### config.mk
export PLATFORM = sky130hd
export DESIGN_NAME = sd_host_xfer_sequencer
export DESIGN_NICKNAME = d
export VERILOG_FILES = /design/src/rtl/sd_host_xfer_sequencer_pkg.sv /design/src/rtl/sd_seq_timeout_counter.sv /design/src/rtl/sd_host_xfer_sequencer.sv
export SDC_FILE = /design/constraint.sdc
export NUM_CORES = 1
export LEC_CHECK = 0
export ABC_AREA = 1
export CAP_MARGIN = 20
export CORE_MARGIN = 5
export CORE_UTILIZATION = 50
export CTS_CLUSTER_SIZE = 20
export DETAILED_ROUTE_END_ITERATION = 8
export PLACE_DENSITY = 0.78
export SLEW_MARGIN = 20
export SYNTH_ARGS = -nofsm -noshare
export SYNTH_HDL_FRONTEND = slang
export SYNTH_SLANG_ARGS = --single-unit
### constraint.sdc
create_clock -name CLK -period 2.7 [get_ports CLK]
set_input_delay 0.81 -clock CLK [delete_from_list [all_inputs] [get_ports CLK]]
set_output_delay 0.81 -clock CLK [all_outputs]
set_load 0.05 [all_outputs]
### src/rtl/sd_host_xfer_sequencer_pkg.sv
// Shared types and constants for the SD Host transfer sequencer:
// register offsets, command indices, error codes, FSM states, helpers.
package sd_host_xfer_sequencer_pkg;

    localparam logic [31:0] REG_BLK_SIZE = 32'h0000_0004;
    localparam logic [31:0] REG_BLK_CNT  = 32'h0000_0006;
    localparam logic [31:0] REG_ARG_LO   = 32'h0000_0008;
    localparam logic [31:0] REG_ARG_HI   = 32'h0000_000A;
    localparam logic [31:0] REG_TMODE    = 32'h0000_000C;
    localparam logic [31:0] REG_CMD      = 32'h0000_000E;

    localparam logic [5:0] CMD_RD_SINGLE = 6'd17;
    localparam logic [5:0] CMD_RD_MULTI  = 6'd18;
    localparam logic [5:0] CMD_WR_SINGLE = 6'd24;
    localparam logic [5:0] CMD_WR_MULTI  = 6'd25;

    localparam logic [11:0] MAX_BLK_SIZE = 12'd2048;

    typedef enum logic [1:0] {
        ERR_OK      = 2'd0,
        ERR_HOST    = 2'd1,
        ERR_TIMEOUT = 2'd2,
        ERR_BAD_REQ = 2'd3
    } err_e;

    typedef enum logic [3:0] {
        ST_IDLE      = 4'd0,
        ST_WR_BSIZE  = 4'd1,
        ST_WR_BCNT   = 4'd2,
        ST_WR_TMODE  = 4'd3,
        ST_WR_ARG_LO = 4'd4,
        ST_WR_ARG_HI = 4'd5,
        ST_WR_CMD    = 4'd6,
        ST_WAIT_CMD  = 4'd7,
        ST_WAIT_XFER = 4'd8,
        ST_DONE      = 4'd9
    } state_e;

    typedef struct packed {
        logic        dir;
        logic [31:0] arg;
        logic [11:0] blk_size;
        logic [15:0] blk_cnt;
    } xfer_req_t;

    function automatic logic bad_request(
        input logic [11:0] size,
        input logic [15:0] cnt
    );
        return (cnt == 16'd0) || (size == 12'd0) ||
               (size > MAX_BLK_SIZE);
    endfunction

    function automatic logic [5:0] cmd_index(
        input logic        dir,
        input logic [15:0] cnt
    );
        logic multi;
        multi = (cnt > 16'd1);
        if (dir)
            return multi ? CMD_RD_MULTI : CMD_RD_SINGLE;
        return multi ? CMD_WR_MULTI : CMD_WR_SINGLE;
    endfunction

    // Read sets bit4; a single block drops the Multiple flag (bit5).
    function automatic logic [7:0] tmode_value(
        input logic        dir,
        input logic [15:0] cnt,
        input logic [7:0]  flags
    );
        logic [7:0] v;
        v = flags | {3'b000, dir, 4'b0000};
        if (cnt <= 16'd1)
            v[5] = 1'b0;
        return v;
    endfunction

endpackage

### src/rtl/sd_seq_timeout_counter.sv
// Wait-state timeout counter: clear restarts at 0, enable counts up.
// Ports: CLK, RESET (async low), clear, enable -> expired (count==LAST).
module sd_seq_timeout_counter #(
    parameter int unsigned TIMEOUT_CYCLES = 65535
) (
    input  logic CLK,
    input  logic RESET,
    input  logic clear,
    input  logic enable,
    output logic expired
);

    localparam int unsigned W =
        (TIMEOUT_CYCLES > 1) ? $clog2(TIMEOUT_CYCLES) : 1;
    localparam logic [W-1:0] LAST = W'(TIMEOUT_CYCLES - 1);

    logic [W-1:0] cnt;

    assign expired = (cnt == LAST);

    // Saturates at LAST so a stalled owner never sees a wrap.
    always_ff @(posedge CLK or negedge RESET) begin
        if (!RESET)
            cnt <= '0;
        else if (clear)
            cnt <= '0;
        else if (enable && !expired)
            cnt <= cnt + W'(1);
    end

endmodule

### src/rtl/sd_host_xfer_sequencer.sv
// Turns one block-transfer request into the SD Host register write
// sequence, then waits for command/transfer completion with timeout.
// Ports: xfer_* requester side, reg_* / req SD Host register port,
// cmd_complete / xfer_complete / host_error host status,
// busy / done / err_code completion report.
module sd_host_xfer_sequencer
    import sd_host_xfer_sequencer_pkg::*;
#(
    parameter int unsigned TIMEOUT_CYCLES = 65535,
    parameter logic [7:0]  TMODE_FLAGS    = 8'h23,
    parameter logic [7:0]  CMD_FLAGS      = 8'h33
) (
    input  logic        CLK,
    input  logic        RESET,
    input  logic        xfer_start,
    output logic        xfer_ready,
    input  logic        xfer_dir,
    input  logic [31:0] xfer_arg,
    input  logic [11:0] xfer_blk_size,
    input  logic [15:0] xfer_blk_cnt,
    output logic [31:0] reg_address,
    output logic [31:0] reg_wr_data,
    output logic        reg_wr_en,
    output logic        req,
    input  logic        reg_ack,
    input  logic        cmd_complete,
    input  logic        xfer_complete,
    input  logic        host_error,
    output logic        busy,
    output logic        done,
    output logic [1:0]  err_code
);

    state_e    state;
    state_e    state_next;
    xfer_req_t req_q;
    xfer_req_t cur;
    err_e      err_next;
    logic      err_load;
    logic      accept;
    logic      in_wr;
    logic      in_wait;
    logic      wait_clear;
    logic      expired;
    logic        req_d;
    logic [31:0] addr_d;
    logic [31:0] data_d;

    assign accept = (state == ST_IDLE) && xfer_start;

    assign in_wr = (state == ST_WR_BSIZE)  ||
                   (state == ST_WR_BCNT)   ||
                   (state == ST_WR_TMODE)  ||
                   (state == ST_WR_ARG_LO) ||
                   (state == ST_WR_ARG_HI) ||
                   (state == ST_WR_CMD);

    assign in_wait = (state == ST_WAIT_CMD) ||
                     (state == ST_WAIT_XFER);

    assign wait_clear = (state_next != state) &&
                        ((state_next == ST_WAIT_CMD) ||
                         (state_next == ST_WAIT_XFER));

    // Outputs are registered from the next state, so on the accept
    // edge the request fields must come straight from the inputs.
    assign cur = (state == ST_IDLE) ?
        {xfer_dir, xfer_arg, xfer_blk_size, xfer_blk_cnt} : req_q;

    sd_seq_timeout_counter #(
        .TIMEOUT_CYCLES(TIMEOUT_CYCLES)
    ) u_timeout (
        .CLK    (CLK),
        .RESET  (RESET),
        .clear  (wait_clear),
        .enable (in_wait),
        .expired(expired)
    );

    always_ff @(posedge CLK or negedge RESET) begin
        if (!RESET) begin
            state <= ST_IDLE;
            req_q <= '0;
        end else begin
            state <= state_next;
            if (accept)
                req_q <= cur;
        end
    end

    always_comb begin
        state_next = state;
        err_next   = ERR_OK;
        err_load   = 1'b0;
        unique case (state)
            ST_IDLE: begin
                if (xfer_start) begin
                    err_load = 1'b1;
                    if (bad_request(cur.blk_size, cur.blk_cnt)) begin
                        state_next = ST_DONE;
                        err_next   = ERR_BAD_REQ;
                    end else begin
                        state_next = ST_WR_BSIZE;
                    end
                end
            end
            ST_WR_BSIZE:  if (reg_ack) state_next = ST_WR_BCNT;
            ST_WR_BCNT:   if (reg_ack) state_next = ST_WR_TMODE;
            ST_WR_TMODE:  if (reg_ack) state_next = ST_WR_ARG_LO;
            ST_WR_ARG_LO: if (reg_ack) state_next = ST_WR_ARG_HI;
            ST_WR_ARG_HI: if (reg_ack) state_next = ST_WR_CMD;
            ST_WR_CMD:    if (reg_ack) state_next = ST_WAIT_CMD;
            ST_WAIT_CMD: begin
                if (cmd_complete && xfer_complete) begin
                    state_next = ST_DONE;
                    err_load   = 1'b1;
                end else if (cmd_complete) begin
                    state_next = ST_WAIT_XFER;
                end else if (expired) begin
                    state_next = ST_DONE;
                    err_next   = ERR_TIMEOUT;
                    err_load   = 1'b1;
                end
            end
            ST_WAIT_XFER: begin
                if (xfer_complete) begin
                    state_next = ST_DONE;
                    err_load   = 1'b1;
                end else if (expired) begin
                    state_next = ST_DONE;
                    err_next   = ERR_TIMEOUT;
                    err_load   = 1'b1;
                end
            end
            ST_DONE: state_next = ST_IDLE;
            default: state_next = ST_IDLE;
        endcase
        // Host error outranks any completion or timeout this cycle.
        if (host_error && (in_wr || in_wait)) begin
            state_next = ST_DONE;
            err_next   = ERR_HOST;
            err_load   = 1'b1;
        end
    end

    always_comb begin
        req_d  = 1'b0;
        addr_d = '0;
        data_d = '0;
        unique case (1'b1)
            (state_next == ST_WR_BSIZE): begin
                req_d  = 1'b1;
                addr_d = REG_BLK_SIZE;
                data_d = {20'h0, cur.blk_size};
            end
            (state_next == ST_WR_BCNT): begin
                req_d  = 1'b1;
                addr_d = REG_BLK_CNT;
                data_d = {16'h0, cur.blk_cnt};
            end
            (state_next == ST_WR_TMODE): begin
                req_d  = 1'b1;
                addr_d = REG_TMODE;
                data_d = {24'h0, tmode_value(cur.dir,
                                             cur.blk_cnt,
                                             TMODE_FLAGS)};
            end
            (state_next == ST_WR_ARG_LO): begin
                req_d  = 1'b1;
                addr_d = REG_ARG_LO;
                data_d = {16'h0, cur.arg[15:0]};
            end
            (state_next == ST_WR_ARG_HI): begin
                req_d  = 1'b1;
                addr_d = REG_ARG_HI;
                data_d = {16'h0, cur.arg[31:16]};
            end
            (state_next == ST_WR_CMD): begin
                req_d  = 1'b1;
                addr_d = REG_CMD;
                data_d = {16'h0, 2'b00,
                          cmd_index(cur.dir, cur.blk_cnt),
                          CMD_FLAGS};
            end
            default: ;
        endcase
    end

    always_ff @(posedge CLK or negedge RESET) begin
        if (!RESET) begin
            req         <= 1'b0;
            reg_wr_en   <= 1'b0;
            reg_address <= '0;
            reg_wr_data <= '0;
            done        <= 1'b0;
            busy        <= 1'b0;
            xfer_ready  <= 1'b1;
            err_code    <= ERR_OK;
        end else begin
            req         <= req_d;
            reg_wr_en   <= req_d;
            reg_address <= addr_d;
            reg_wr_data <= data_d;
            done        <= (state_next == ST_DONE);
            busy        <= (state_next != ST_IDLE);
            xfer_ready  <= (state_next == ST_IDLE);
            if (err_load)
                err_code <= err_next;
        end
    end

endmodule

==> impl_metrics.toml <==
[outcome]
status = "complete, no violations"

[critical_path]
startpoint_type = "register"
crit_chain = "nor2_4 -> buf_4 -> nand2_4 -> nand2_1 -> o21ai_0 -> nor2_1 -> nand3_1 -> nand2_1 -> nand3_2 -> nand2_2 -> nand2_2 -> nand2_4 -> buf_4 -> nand4_1 -> nand3b_1"
end_kind = "register"
worstPathArrival_ns = 2.80
cp_slowest_cell = "dfrtp_1"
worstPathRequired_ns = 2.98
cp_max_fo = 17
max_stage_delay_ns = 0.48
critPathKind = "register to register"

[global_route]
grt_max_degree = 105
antenna_found_initial = 0
busiest_layer = "met2"
overflow = 0
use_met2 = 0.378
grt_util_met1 = 0.291
grtUsageMet3 = 0.0375
grt_pass1_wl_mm = 26.6
grt_pass1_vias = 5589
grt_usage = 0.223

[worst_hold_path]
hold_path.class = "primary input to async pin"

[cts]
cts.path.max_buffers = 2
cts_hold_buf = 0
clkSinkCount = 106
ctsRootBufferMaster = "clkbuf_16"
clkLatencyLatePin_ns = 0.35
htree_levels = 3
cts_tree = "yes"
cts_buffers = 9
clk_pin_slew_worst_paths_ns = 0.07

[final_layout]
mostFrequentLayoutCells = "nand2_1 (235), dfrtp_1 (105), inv_1 (97)"
drive_above_1_share = 0.133
nNetsFinal = 1055
instances_no_fill = 1161
antenna_cells = 0
layout_commonest_cell = "nand2_1"
final.fill_count = 1119
area_growth_pct = 25.3

[logic_synthesis]
synth_area_per_cell_um2 = 7.49
yosys_warnings = 0
synthTopCellsByArea = "dfrtp_1 (41%), nand2_1 (14%), buf_4 (6.0%), inv_1 (5.8%), o21ai_0 (5.5%)"
synthFlopType = "dfrtp_1"
async_reset_ff_frac = 1.00
yosysTopAreaCell = "dfrtp_1"
netlist_instances = 854
synth_seq_cells = 106
synth_enable_flop_cells = 0
yosysSeqAreaShare = 0.415
syn-cell-area_um2 = 6400
yosys.area.top_type_share = 0.411
synth_cell_types = 45

[timing]
layout_setup_ws_ns = 0.188
max_freq_ghz = 0.398
setup_viol = 0
slew_viol_final = 0
finalCritPeriodShare = 0.930
slew-limit-headroom = 0.396
fin_crit_ns = 2.51
finalClockSkew_ns = 0.00941
worstMarginPinSlew_ns = 0.906
hold_viol_final = 0

[die]
core_area_um2 = 12600
row_count = 41
die_area_um2 = 15200
pin_count = 139
fp.dieH_um = 123
fp.dieW_um = 123
initial_core_util = 0.509

[placement]
placedCellCount = 1140
dpl.hpwl_mm = 11.8
portBuffers = 93
routabilityCongestion = 0.947
dp_slack_ns = -0.131

[detailed_routing]
wire_per_inst_um = 14.1
drtIter0Drc = 582
first_pass_iters = 5
via_per_inst = 5.04
wl_mm = 16.4
routed-via-count = 5857
drcViolationCount = 0
drtAntennaViolNets = 0

[power]
p_comb_frac = 0.598
p_int_mw = 5.04
peakVddDrop_uv = 650
pwr-share-seq = 0.267
leakagePower_nw = 4.12
switching_power_mw = 4.53
cellPowerDensity_nw_per_um2 = 1190
clock_power_share = 0.135
switching_share = 0.473

[run]
maxCapViolCount = 0
-- worst paths after layout --
kind / startpoint / endpoint / slack (ns) / depth (start not counted)
worst max-delay path: state[3]$_DFF_PN0_ / reg_wr_data[3]$_DFF_PN0_ / 0.19 / 15
worst min-delay path: RESET / req_q[14]$_DFFE_PN0P_ / 0.42 / 1
worst max register to register: state[3]$_DFF_PN0_ / reg_wr_data[3]$_DFF_PN0_ / 0.19 / 15
worst min register to register: req_q[14]$_DFFE_PN0P_ / req_q[14]$_DFFE_PN0P_ / 0.48 / 2
max in group asynchronous: RESET / xfer_ready$_DFF_PN1_ / 1.60 / 2
min in group CLK: req_q[14]$_DFFE_PN0P_ / req_q[14]$_DFFE_PN0P_ / 0.48 / 2
-- through the flow --
step | setup TNS [ns] | total power, mW | hold slack, ns | area (um^2) | utilization
2_1_floorplan | 0 | 6.24 | 0.449 | 6560 | -
3_3_place_gp | -0.704 | 7.98 | 0.462 | 7670 | 0.610
5_1_grt | -0.0147 | 10.3 | 0.448 | 8020 | 0.638
6_report | 0 | 9.57 | 0.417 | 8020 | 0.638
4_1_cts | 0 | 9.45 | 0.429 | 7960 | 0.633
3_5_place_dp | -2.42 | 8.11 | 0.467 | 7670 | 0.610
-- metal layers --
| layer | routed length, um | vias up |
|---|---|---|
| li1 | - | 2885 |
| met1 | 6820 | 2716 |
| met2 | 8180 | 223 |
| met3 | 1080 | 33 |
| met5 | 0 | - |
| met4 | 295 | 0 |
-- what timing repair did --
item | in CTS | in global routing
resized for setup | 0 | 4
setup endpoints to repair | 0 | 37
buffers inserted | 0 | 4
-- cells in the mapped netlist, drive strengths merged (3+ instances only) --
cell,n
xor2,11
xnor2,4
nor3,3
o22ai,8
nand3b,6
nor2,60
nand3,52
inv,104
a21oi,45
nand4,30
clkbuf,20
buf,66
dfrtp,105
a21boi,3
o21ai,76
nand2,245
ha,3
-- worst max-delay path: cells and delay by family, from the launching register on --
family | cells | cell delay [ns]
AND/OR/NAND/NOR | 12 | 1.46
AO/OA/AOI/OAI | 1 | 0.13
buffers and inverters | 2 | 0.37
flip-flops | 1 | 0.48
-- sequential cells by signal (all words and copies together), names as in the netlist --
name,cells
state,4
done,1
u_timeout.cnt,16
reg_address,3
err_code,2
req,1
xfer_ready,1
busy,1
reg_wr_data,16
req_q,61
-- logic make-up (layout without fill, tap and decap cells) --
group | count (synthesis) | after routing | share of synthesized area
AOI/OAI and AO/OA | 139 | 139 | 0.123
adders and majority gates | 3 | 3 | 0.00587
other | 1 | 45 | 0.000586
buffers and inverters | 190 | 280 | 0.151
xor gates and xnor gates | 15 | 15 | 0.0205
DFF | 106 | 106 | 0.415
and+or+nand+nor | 400 | 401 | 0.284
-- layout make-up --
cell class	instances	area (um^2)	share of cell area
multi-input combinational	603	2970	0.371
inverter	104	393	0.0490
clock inverter	4	33.8	0.00421
clock buffer	12	256	0.0320
tap	172	215	0.0268
timing repair buffer	160	1490	0.186
sequential	106	2650	0.331
-- power by group through the flow --
stage                     registers [mW]  clock network [mW]  logic [mW]
after floorplan                     2.87                   0        3.37
after CTS                           2.55                1.32        5.58
final                               2.56                1.29        5.72
after global placement              2.55                   0        5.43
after global routing                2.62                1.38        6.34
after detailed placement            2.56                   0        5.54
Note: power is estimated with default switching activity, not from simulation.
